<file path="src/rtl/imem_boot_sequencer.sv">
// Boot and run controller for the mini-MIPS core.
// Streams instruction words into imem through the core's loader port, holds
// the core in reset for a fixed number of cycles, then runs it, optionally
// stopping after a programmed cycle budget.
module imem_boot_sequencer #(
  parameter int ADDR_W       = 12,
  parameter int DEPTH        = 4096,
  parameter int CYC_W        = 32,
  parameter int RESET_CYCLES = 2
) (
  input  logic              clk,
  input  logic              reset,
  input  logic              load_start,
  input  logic              in_valid,
  output logic              in_ready,
  input  logic [31:0]       in_data,
  input  logic              in_last,
  input  logic [CYC_W-1:0]  run_cycles,
  output logic              cpu_reset,
  output logic              init_mode,
  output logic              write_enable,
  output logic [ADDR_W-1:0] init_address,
  output logic [31:0]       init_instruction,
  output logic              busy,
  output logic              done,
  output logic              error,
  output logic [ADDR_W:0]   words_loaded,
  output logic [CYC_W-1:0]  cycle_count
);

  typedef enum logic [2:0] {S_IDLE, S_LOAD, S_RST, S_RUN, S_STOP} state_t;

  localparam int RC_W = (RESET_CYCLES > 1) ? $clog2(RESET_CYCLES) : 1;
  localparam logic [ADDR_W-1:0] LAST_ADDR = ADDR_W'(DEPTH - 1);
  localparam logic [RC_W-1:0]   RC_LAST   = RC_W'(RESET_CYCLES - 1);

  state_t              state_q, state_d;
  logic [ADDR_W-1:0]   ptr_q, ptr_d;
  logic [ADDR_W:0]     wl_q, wl_d;
  logic                we_q, we_d;
  logic [ADDR_W-1:0]   addr_q, addr_d;
  logic [31:0]         instr_q, instr_d;
  logic                done_q, done_d;
  logic                error_q, error_d;
  logic [CYC_W-1:0]    cc_q, cc_d;
  logic [CYC_W-1:0]    budget_q, budget_d;
  logic [RC_W-1:0]     rc_q, rc_d;

  // State and datapath registers; reset restores every output to its idle value.
  always_ff @(posedge clk) begin
    if (reset) begin
      state_q  <= S_IDLE;
      ptr_q    <= '0;
      wl_q     <= '0;
      we_q     <= 1'b0;
      addr_q   <= '0;
      instr_q  <= '0;
      done_q   <= 1'b0;
      error_q  <= 1'b0;
      cc_q     <= '0;
      budget_q <= '0;
      rc_q     <= '0;
    end else begin
      state_q  <= state_d;
      ptr_q    <= ptr_d;
      wl_q     <= wl_d;
      we_q     <= we_d;
      addr_q   <= addr_d;
      instr_q  <= instr_d;
      done_q   <= done_d;
      error_q  <= error_d;
      cc_q     <= cc_d;
      budget_q <= budget_d;
      rc_q     <= rc_d;
    end
  end

  // Next-state logic: a new load may start from IDLE, RUN or STOP and takes
  // priority over budget expiry in RUN.
  always_comb begin
    state_d  = state_q;
    ptr_d    = ptr_q;
    wl_d     = wl_q;
    we_d     = 1'b0;
    addr_d   = addr_q;
    instr_d  = instr_q;
    done_d   = done_q;
    error_d  = error_q;
    cc_d     = cc_q;
    budget_d = budget_q;
    rc_d     = rc_q;
    if (load_start && (state_q == S_IDLE || state_q == S_RUN || state_q == S_STOP)) begin
      state_d  = S_LOAD;
      ptr_d    = '0;
      wl_d     = '0;
      cc_d     = '0;
      done_d   = 1'b0;
      error_d  = 1'b0;
      budget_d = run_cycles;
    end else begin
      case (state_q)
        S_LOAD: begin
          if (in_valid) begin
            we_d    = 1'b1;
            addr_d  = ptr_q;
            instr_d = in_data;
            ptr_d   = ptr_q + 1'b1;
            wl_d    = wl_q + 1'b1;
            if (in_last) begin
              state_d = S_RST;
              rc_d    = '0;
            end else if (ptr_q == LAST_ADDR) begin
              error_d = 1'b1;
              state_d = S_STOP;
            end
          end
        end
        S_RST: begin
          if (rc_q == RC_LAST) state_d = S_RUN;
          else                 rc_d    = rc_q + 1'b1;
        end
        S_RUN: begin
          cc_d = cc_q + 1'b1;
          if (budget_q != '0 && cc_q == budget_q - 1'b1) begin
            state_d = S_STOP;
            done_d  = 1'b1;
          end
        end
        default: ;
      endcase
    end
  end

  // Moore outputs; an overflowed load keeps the core in reset so it never runs.
  always_comb begin
    in_ready  = 1'b0;
    busy      = 1'b0;
    cpu_reset = 1'b1;
    init_mode = 1'b1;
    case (state_q)
      S_LOAD: begin
        in_ready = 1'b1;
        busy     = 1'b1;
      end
      S_RST:  busy = 1'b1;
      S_RUN: begin
        busy      = 1'b1;
        cpu_reset = 1'b0;
        init_mode = 1'b0;
      end
      S_STOP: cpu_reset = error_q;
      default: ;
    endcase
  end

  assign write_enable     = we_q;
  assign init_address     = addr_q;
  assign init_instruction = instr_q;
  assign done             = done_q;
  assign error            = error_q;
  assign words_loaded     = wl_q;
  assign cycle_count      = cc_q;

endmodule

</file>
<file path="config.mk">
export PLATFORM = sky130hd
export DESIGN_NAME = imem_boot_sequencer
export DESIGN_NICKNAME = d
export VERILOG_FILES = /design/src/rtl/imem_boot_sequencer.sv
export SDC_FILE = /design/constraint.sdc
export NUM_CORES = 1
export LEC_CHECK = 0
export CAP_MARGIN = 40
export CORE_ASPECT_RATIO = 2
export CORE_MARGIN = 4
export CORE_UTILIZATION = 50
export DETAILED_ROUTE_END_ITERATION = 16
export PLACE_DENSITY = 0.92
export SKIP_CTS_REPAIR_TIMING = 1
export SLEW_MARGIN = 20
export SYNTH_ARGS = -nofsm -noshare
export SYNTH_HDL_FRONTEND = slang
export SYNTH_SLANG_ARGS = --single-unit
</file>
<file path="constraint.sdc">
create_clock -name clk -period 4.7 [get_ports clk]
set_input_delay 1.175 -clock clk [delete_from_list [all_inputs] [get_ports clk]]
set_output_delay 1.175 -clock clk [all_outputs]
set_load 0.05 [all_outputs]
</file>
**Word level (Yosys, flattened, before mapping)**

Index checks and enable logic that the tools add are counted.

- Equality and inequality tests: 15
- Magnitude comparators: 0
- Multiplexer cells: 16
- Divide/modulo/power cells: 0
- $add $sub $neg: 5
- Bitwise gates (word level): 3
- $mul: 0
- Shift operators: 0
- Reductions and logical operators: 19

Operators by type and width:

| operator | number |
|---|---|
| 32-bit by 1-bit adder with 32-bit output (second input constant) | 1 |
| 32-bit equality test | 1 |
| 32-bit nonzero test | 1 |
| 32-bit by 1-bit subtractor with 32-bit output (second input constant) | 1 |
| 3-bit 2-to-1 mux | 5 |
| 13-bit by 1-bit adder with 13-bit output (second input constant) | 1 |
| 12-bit by 1-bit adder with 12-bit output (second input constant) | 1 |
| 12-bit equality test (second input constant) | 1 |
| 5-bit AND reduction | 2 |
| 3-bit != test (second input constant) | 3 |
| 3-bit case mux with 3 select lines | 1 |
| 1-bit 2-to-1 mux | 8 |
| 4-bit AND reduction | 2 |
| 3-bit by 2-bit equality test with 1-bit output (second input constant) | 2 |
| 2-bit != test (second input constant) | 3 |
| 3-bit OR reduction | 2 |
| 4-bit != test (second input constant) | 1 |
| 1-bit case mux with 2 select lines | 2 |
| 2-bit AND reduction | 2 |
| 4-bit nonzero test | 1 |
| 3-bit by 1-bit equality test with 1-bit output (second input constant) | 1 |
| 3-bit equality test (second input constant) | 1 |
| 3-bit zero test | 1 |
| 3-bit by 1-bit != test with 1-bit output (second input constant) | 1 |
| other kinds (9) | 13 |

- Memory bits (read-only): 0
- Latch bits: 0
- Bits in registers: 140
- Input port bits: 69
- Bits in writable memories: 0
- Memories: 0

**Logic depth before layout (Yosys ltp)**

Gate-level depths: netlist of run 1.

- Depth in word-level cells: 6
- Mapped depth: 11

**Worst setup path after synthesis of run 1**

Ideal clock, no wire load.

- Kind: register to register
- Start point: reg state_q[0]
- End point: reg ptr_q[11]
- Arrival: 3308 ps
- Required time: 4630 ps
- Period minus slack after synthesis: 3378 ps
- Setup time: 70 ps
- Path slack: 1322 ps
- Stages on the path, launching flop included: 9
- Buffers on the path: 2
- Path through: dfxtp_1 -> clkbuf_1 -> nor3b_1 -> and2_1 -> clkbuf_1 -> nand4_1 -> or2_2 -> or3_1 -> a21oi_1

- Cells in the longest elaborated chain, start to end: 5

RTL lines:

| item | RTL line | RTL |
|---|---|---|
| start: declaration | 37 | `state_t state_q, state_d;` |
| start signal: assignment | 64 | `state_q <= state_d;` |
| 3-bit by 2-bit equality test with 1-bit output or 3-bit zero test (tied branches) | 92 | `if (load_start && (state_q == S_IDLE \|\| state_q == S_RUN \|\| state_q == S_STOP)) begin` |
| 1-bit logical OR (2 in series) | 92 |  |
| 1-bit logical AND | 92 |  |
| 2-bit OR reduction (no source line) | n/a |  |
| end signal: assignment | 65 | `ptr_q <= ptr_d;` |
| end: declaration | 38 | `logic [ADDR_W-1:0] ptr_q, ptr_d;` |

Parallel ways exist; a longest one is shown, timed or not.
A chain may end at the register's enable or synchronous reset.

**Worst setup path after layout of run 1**

- Start point: reg state_q[1]
- End point: out init_mode

- Cells in the longest elaborated chain, start to end: 2

RTL lines:

| item | RTL line | RTL |
|---|---|---|
| 3-bit by 2-bit equality test with 1-bit output | 140 | `case (state_q)` |
| 1-bit 2-to-1 mux | 140 |  |
| end: declaration | 20 | `output logic init_mode,` |

Every way passes these cells.

==> results of run 1 <==
-- Yosys cell counts, types with 3 or more instances --
master	instances
a211oi_1	3
a21oi_1	100
a31oi_1	5
and2_1	6
and3_1	6
and4_1	5
buf_2	3
clkbuf_1	39
dfxtp_1	140
ha_1	5
inv_1	10
nand2_1	196
nand2b_1	4
nand3_1	17
nand4_1	18
nor2_1	78
nor2b_1	4
nor3_1	16
nor4_1	8
nor4_2	3
o21a_1	3
o21ai_0	17
or2_2	3
or3_1	18
or4_1	4
xnor2_1	47
xor2_1	39
-- state kept, by name, summed over array words and instances, names as in the netlist --
signal and flops:
error 1, cycle_count 32, words_loaded 13, init_address 12, write_enable 1, ptr_q 12, state_q 3, done 1
budget_q 32, rc_q 1, init_instruction 32
-- worst register-to-register path, stage by stage (launching register included) --
cell	delay [ns]
dfxtp_1	0.35
inv_1	0.10
ha_1	0.33
or4b_4	0.54
or4_1	0.55
nor3_1	0.21
xnor2_1	0.16
nand4_1	0.10
or3_1	0.33
or4_4	0.55
a21oi_2	0.15
-- how the worst min path moves through the flow --
stage,from,endpoint,slack (ns),depth (start not counted)
2_1_floorplan,ptr_q[11],init_address[11],0.45,2
3_3_place_gp,init_instruction[24],init_instruction[24],0.44,2
3_5_place_dp,init_instruction[1],init_instruction[1],0.45,2
4_1_cts,init_instruction[1],init_instruction[1],0.46,2
5_1_grt,init_instruction[3],init_instruction[3],0.47,2
6_report,init_instruction[1],init_instruction[1],0.45,2
-- report_power, final --
part           internal (mW)  total (mW)  switching [mW]  leakage [nW]
Combinational          0.204       0.492           0.287          1.65
Clock                  0.761        1.36           0.599         0.296
Sequential              1.22        1.26          0.0421          1.14
Total                   2.19        3.11           0.928          3.08
-- metrics by stage --
stage / cell area, sq um / utilization (%) / hold WS, ns / instances
finish: 8930 / 68.7 / 0.454 / 1152
global route: 8930 / 68.7 / 0.471 / 1152
CTS: 8890 / 68.4 / 0.456 / 1150
detailed placement: 8290 / 63.8 / 0.448 / 1118
global placement: 8290 / 63.8 / 0.440 / 1118
floorplan: 6580 / - / 0.450 / 839
-- logic make-up (layout without fill, tap and decap cells) --
group                      count (synthesis)  in the layout  synth area share (%)
and+or+nand+nor                          401            401                  28.6
AOI/OAI and AO/OA                        152            152                  13.0
buffers and inverters                     55            216                  3.42
xor gates and xnor gates                  86             86                  11.4
adders and majority gates                  5              5                 0.950
DFF                                      140            140                  42.6
-- area by class of cell --
class	count	area (sq um)	area share, %
multi-input cells	644	3560	39.9
flip-flops and latches	140	2800	31.4
repair buffers	174	1740	19.4
clock buffers	17	425	4.77
well taps	152	190	2.13
clock inverters	15	173	1.93
inverters	10	37.5	0.421
-- routing by layer --
layer / share of wire [%] / global-route usage, %
met5: 0 / 0
met2: 55 / 46.8
met4: 5.6 / 14.9
met1: 33 / 24.8
met3: 5.9 / 6.73
-- layout by cell type, fill, tap and decap left out, types with 6 or more instances in the layout --
cell | synthesis | routed
or3_1 | 18 | 18
buf_4 | 0 | 8
xor2_1 | 39 | 39
nand3_1 | 17 | 17
nand2_1 | 196 | 196
inv_1 | 10 | 10
dfxtp_1 | 140 | 140
clkbuf_16 | 0 | 17
nor2_1 | 78 | 78
nor4_1 | 8 | 8
nor3_1 | 16 | 16
xnor2_1 | 47 | 47
a21oi_1 | 100 | 100
nand4_1 | 18 | 18
clkdlybuf4s50_1 | 0 | 163
and3_1 | 6 | 6
o21ai_0 | 17 | 17
==> results.py, run 1 <==
metrics = {
    "run_status": {
        "status": "finished clean",
    },
    "drt": {
        "wl_per_cell_um": 16.8,
        "wl_mm": 19.4,
        "drcViolationCount": 0,
        "first_pass_iters": 7,
        "vias": 6544,
        "drt_iter0_markers": 338,
        "vias_per_cell": 5.68,
        "ant_nets": 0,
    },
    "sta": {
        "setup-tns-final_ns": 0,
        "setup_ws_ns": 0.982,
        "fin_crit_sh_pct": 79.1,
        "slew_violations": 0,
        "fin_crit_ns": 3.72,
        "tightestPinTransition_ns": 0.845,
        "fin_skew_ns": 0.0121,
        "max_slew_margin_pct": 43.1,
        "rsz0062_at_grt": "false",
        "fmax_mhz": 269,
        "finalSetupViolCount": 0,
        "hold_viol": 0,
    },
    "floorplanning": {
        "die_x_um": 89.1,
        "core-area_sq_um": 13000,
        "die-area_sq_um": 15200,
        "ios": 165,
        "fp-row-count": 59,
        "initial_core_util_pct": 50.7,
        "die_h_um": 170,
    },
    "synthesis": {
        "ys.flop_type": "dfxtp_1",
        "synth_edf_count": 0,
        "netlist.area_leader.share_pct": 42.6,
        "yosysWarnings": 0,
        "yosysSeqAreaShare_pct": 42.6,
        "synthCells": 839,
        "ys_ff_latch": 140,
        "synthDistinctLibCells": 59,
        "synth_fp_nets": 913,
        "synth_area_leaders": "dfxtp_1 (43%), nand2_1 (11%), a21oi_1 (7.6%), xnor2_1 (6.3%), xor2_1 (5.2%)",
        "yosysTopAreaCell": "dfxtp_1",
        "syn_area_per_cell_sq_um": 7.85,
        "synthesis.area_sq_um": 6580,
        "async_flop_share_pct": 0,
    },
    "setup_path": {
        "critPathKind": "flip-flop to output pin",
        "critPathCapture": "init_mode",
        "crit_start": "state_q[1]",
        "crit_family": "buffers and inverters",
        "reg2reg_to": "state_q[2]",
        "cp_slowest_cell": "clkdlybuf4s50_1",
        "crit_chain": "nor2b_1, and2_1, inv_1, clkdlybuf4s50_1",
        "path_depth": 4,
        "timing.rr.start": "budget_q[0]",
        "reg2regPathDepth": 10,
        "cpPeakStageDelay_ns": 0.77,
        "cp.buffers_inverters": 2,
        "crit_path_max_fanout": 10,
        "arrival_ns": 2.54,
        "crit_required_ns": 3.52,
        "r2r_slack_ns": 1.28,
        "cp-end-kind": "output pin",
        "crit_path_start_kind": "flip-flop",
    },
    "pwr": {
        "power_density_nw_per_um2": 349,
        "total_power_mw": 3.11,
        "p_leak_nw": 3.08,
        "vdd_drop_max_uv": 344,
    },
    "clock_network": {
        "clk_pin_slew_ns": 0.07,
        "numCtsBuffers": 17,
        "cts_tree": "done",
        "clock-sinks": 140,
        "clockBufferDepth": 2,
        "clock_latency_ns": 0.43,
        "cts_root_buf": "clkbuf_16",
        "htreeDepth": 4,
    },
    "final_layout": {
        "layout.nets": 1061,
        "n_antenna_cell": 0,
        "areaGrowthSynthToFinish_pct": 35.6,
        "fill_cells": 961,
        "drive_gt1_share_pct": 6.30,
    },
    "placed_design": {
        "dp_slack_ns": 1.34,
        "place_congestion": 0.954,
        "dp_hpwl_mm": 14.0,
        "io_buffers": 164,
    },
    "global_route": {
        "first_global_vias": 6492,
        "grt_max_degree": 47,
        "overflow": 0,
        "track_usage_pct": 25.7,
        "grt_pass1_wl_mm": 30.8,
        "antenna_found_initial": 0,
    },
    "job": {
        "drv_cap": 0,
    },
    "hold_path": {
        "hp-class": "flip-flop to flip-flop",
    },
}
No activity file was read; power rests on OpenSTA's default activity.
==> run 2, diff against run 1 <==
clock period = 3.5 ns   (was 4.7 ns; I/O delays follow)
==> run 2 against run 1 <==
  * Utilization is 0.087 points higher
  * Critical endpoint unchanged
  * Wire length shrank 1.1%
  * Count of clock-buffer cells in the layout increased by 2
  * Register-to-register slack got worse by 0.99 ns
  * First-iteration DRC count grew 5.0%
  * Sequential power up 35%
  * Via count fell by 0.86%
==> results.py, run 2 (same netlist as run 1, synthesis figures left out) <==
metrics = {
    "drt": {
        "vias_per_cell": 5.62,
        "met2_length_mm": 10.6,
        "wl_met3_mm": 1.14,
        "ant_nets": 0,
        "wl_mm": 19.2,
        "drcViolationCount": 0,
        "met1_length_mm": 6.41,
        "drt_iter0_markers": 355,
        "wl_per_cell_um": 16.6,
        "highest_layer": "met4",
        "vias": 6488,
        "first_pass_iters": 6,
    },
    "setup_path": {
        "crit_start": "state_q[1]",
        "timing.rr.start": "budget_q[0]",
        "crit_required_ns": 2.62,
        "reg2reg_to": "state_q[2]",
        "cpPeakStageDelay_ns": 0.72,
        "cp-end-kind": "output pin",
        "critPathKind": "flip-flop to output pin",
        "crit_chain": "nor2b_1, and2_1, inv_1, clkdlybuf4s50_1",
        "r2r_slack_ns": 0.29,
        "arrival_ns": 2.34,
        "crit_path_max_fanout": 7,
        "crit_path_start_kind": "flip-flop",
        "cp_slowest_cell": "clkdlybuf4s50_1",
        "reg2regPathDepth": 10,
        "critPathCapture": "init_mode",
    },
    "final_layout": {
        "areaGrowthSynthToFinish_pct": 35.8,
        "drive_gt1_share_pct": 6.48,
        "final_common_cell": "nand2_1",
        "n_antenna_cell": 0,
        "final_cell_area_sq_um": 8940,
        "fill_cells": 975,
        "final-seq-area_sq_um": 2800,
        "layout_common_cells": "nand2_1 (196), clkdlybuf4s50_1 (163), dfxtp_1 (140)",
        "multiInputGateArea_sq_um": 3560,
        "layout.nets": 1065,
    },
    "clock_network": {
        "cts_root_buf": "clkbuf_16",
        "cts_tree": "done",
        "clk_pin_slew_ns": 0.06,
        "htreeDepth": 4,
        "clock_latency_ns": 0.42,
        "clock-sinks": 140,
        "clockBufferDepth": 2,
        "numCtsBuffers": 17,
    },
    "placed_design": {
        "dp_slack_ns": 0.316,
        "dp_hpwl_mm": 14.0,
        "place_congestion": 0.948,
        "dpl-instance-area_sq_um": 8350,
        "io_buffers": 164,
    },
    "global_route": {
        "first_global_vias": 6400,
        "track_usage_pct": 25.6,
        "overflow": 0,
        "grt_max_degree": 81,
        "grt_pass1_wl_mm": 30.5,
        "antenna_found_initial": 0,
    },
    "floorplanning": {
        "initial_core_util_pct": 50.7,
        "die-area_sq_um": 15200,
        "die_x_um": 89.1,
        "die_h_um": 170,
        "core-area_sq_um": 13000,
        "fp-row-count": 59,
        "ios": 165,
    },
    "sta": {
        "fin_crit_ns": 3.22,
        "rsz0062_at_grt": "false",
        "fmax_mhz": 311,
        "tightestPinTransition_ns": 0.718,
        "max_slew_margin_pct": 51.7,
        "fin_crit_sh_pct": 91.9,
        "slew_violations": 0,
        "hold_viol": 0,
        "setup-tns-final_ns": 0,
        "fin_skew_ns": 0.0104,
        "setup_ws_ns": 0.284,
        "finalSetupViolCount": 0,
    },
    "pwr": {
        "p_leak_nw": 3.08,
        "total_power_mw": 4.07,
        "vdd_drop_max_uv": 386,
        "power_density_nw_per_um2": 456,
    },
    "run_status": {
        "status": "finished clean",
    },
    "hold_path": {
        "hp-class": "flip-flop to flip-flop",
    },
    "job": {
        "drv_cap": 0,
    },
}
[run 2: changes by cell type in the layout (fill, tap and decap cells not counted), sizes merged]
cell	delta
buf	+4
clkbuf	+2
clkinv	+1
clkinvlp	+3
inv	-7
[run 2: cell type report]
class / instances / share of cell area [%]
multi-input cells: 644 / 39.9
flip-flops and latches: 140 / 31.4
repair buffers: 178 / 20.0
clock buffers: 19 / 4.96
well taps: 152 / 2.13
clock inverters: 12 / 1.29
inverters: 10 / 0.420
[run 2: metrics by stage]
stage          instances  utilization [%]  hold slack [ns]
2_1_floorplan        839                -            0.450
3_3_place_gp        1123             64.3            0.440
3_5_place_dp        1123             64.3            0.447
4_1_cts             1154             68.6            0.455
5_1_grt             1155             68.8            0.472
6_report            1155             68.8            0.452
[run 2: worst min-delay path by stage]
stage | from | end | cells past startpoint
2_1_floorplan | ptr_q[11] | init_address[11] | 2
3_3_place_gp | init_instruction[17] | init_instruction[17] | 2
3_5_place_dp | init_address[11] | init_address[11] | 2
4_1_cts | init_address[11] | init_address[11] | 2
5_1_grt | init_address[9] | init_address[9] | 2
6_report | init_address[11] | init_address[11] | 2
[run 2: worst max-delay path: cells and delay by family (launching register included)]
kind / cells / cell delay (ns)
buffers and inverters: 2 / 0.82
DFF: 1 / 0.44
and+or+nand+nor: 2 / 0.65
[run 2: power breakdown]
part | internal, mW | total, mW | switching [mW]
sequential | 1.64 | 1.70 | 0.0554
combinational | 0.281 | 0.669 | 0.388
clock | 0.998 | 1.71 | 0.711
total | 2.92 | 4.07 | 1.15
[run 2: layer usage]
layer  global-route usage, %  vias to the layer above
met5                       0                        -
met4                    14.6                        0
met3                    7.32                       77
met2                    46.6                      225
met1                    24.7                     3041
li1                        -                     3145
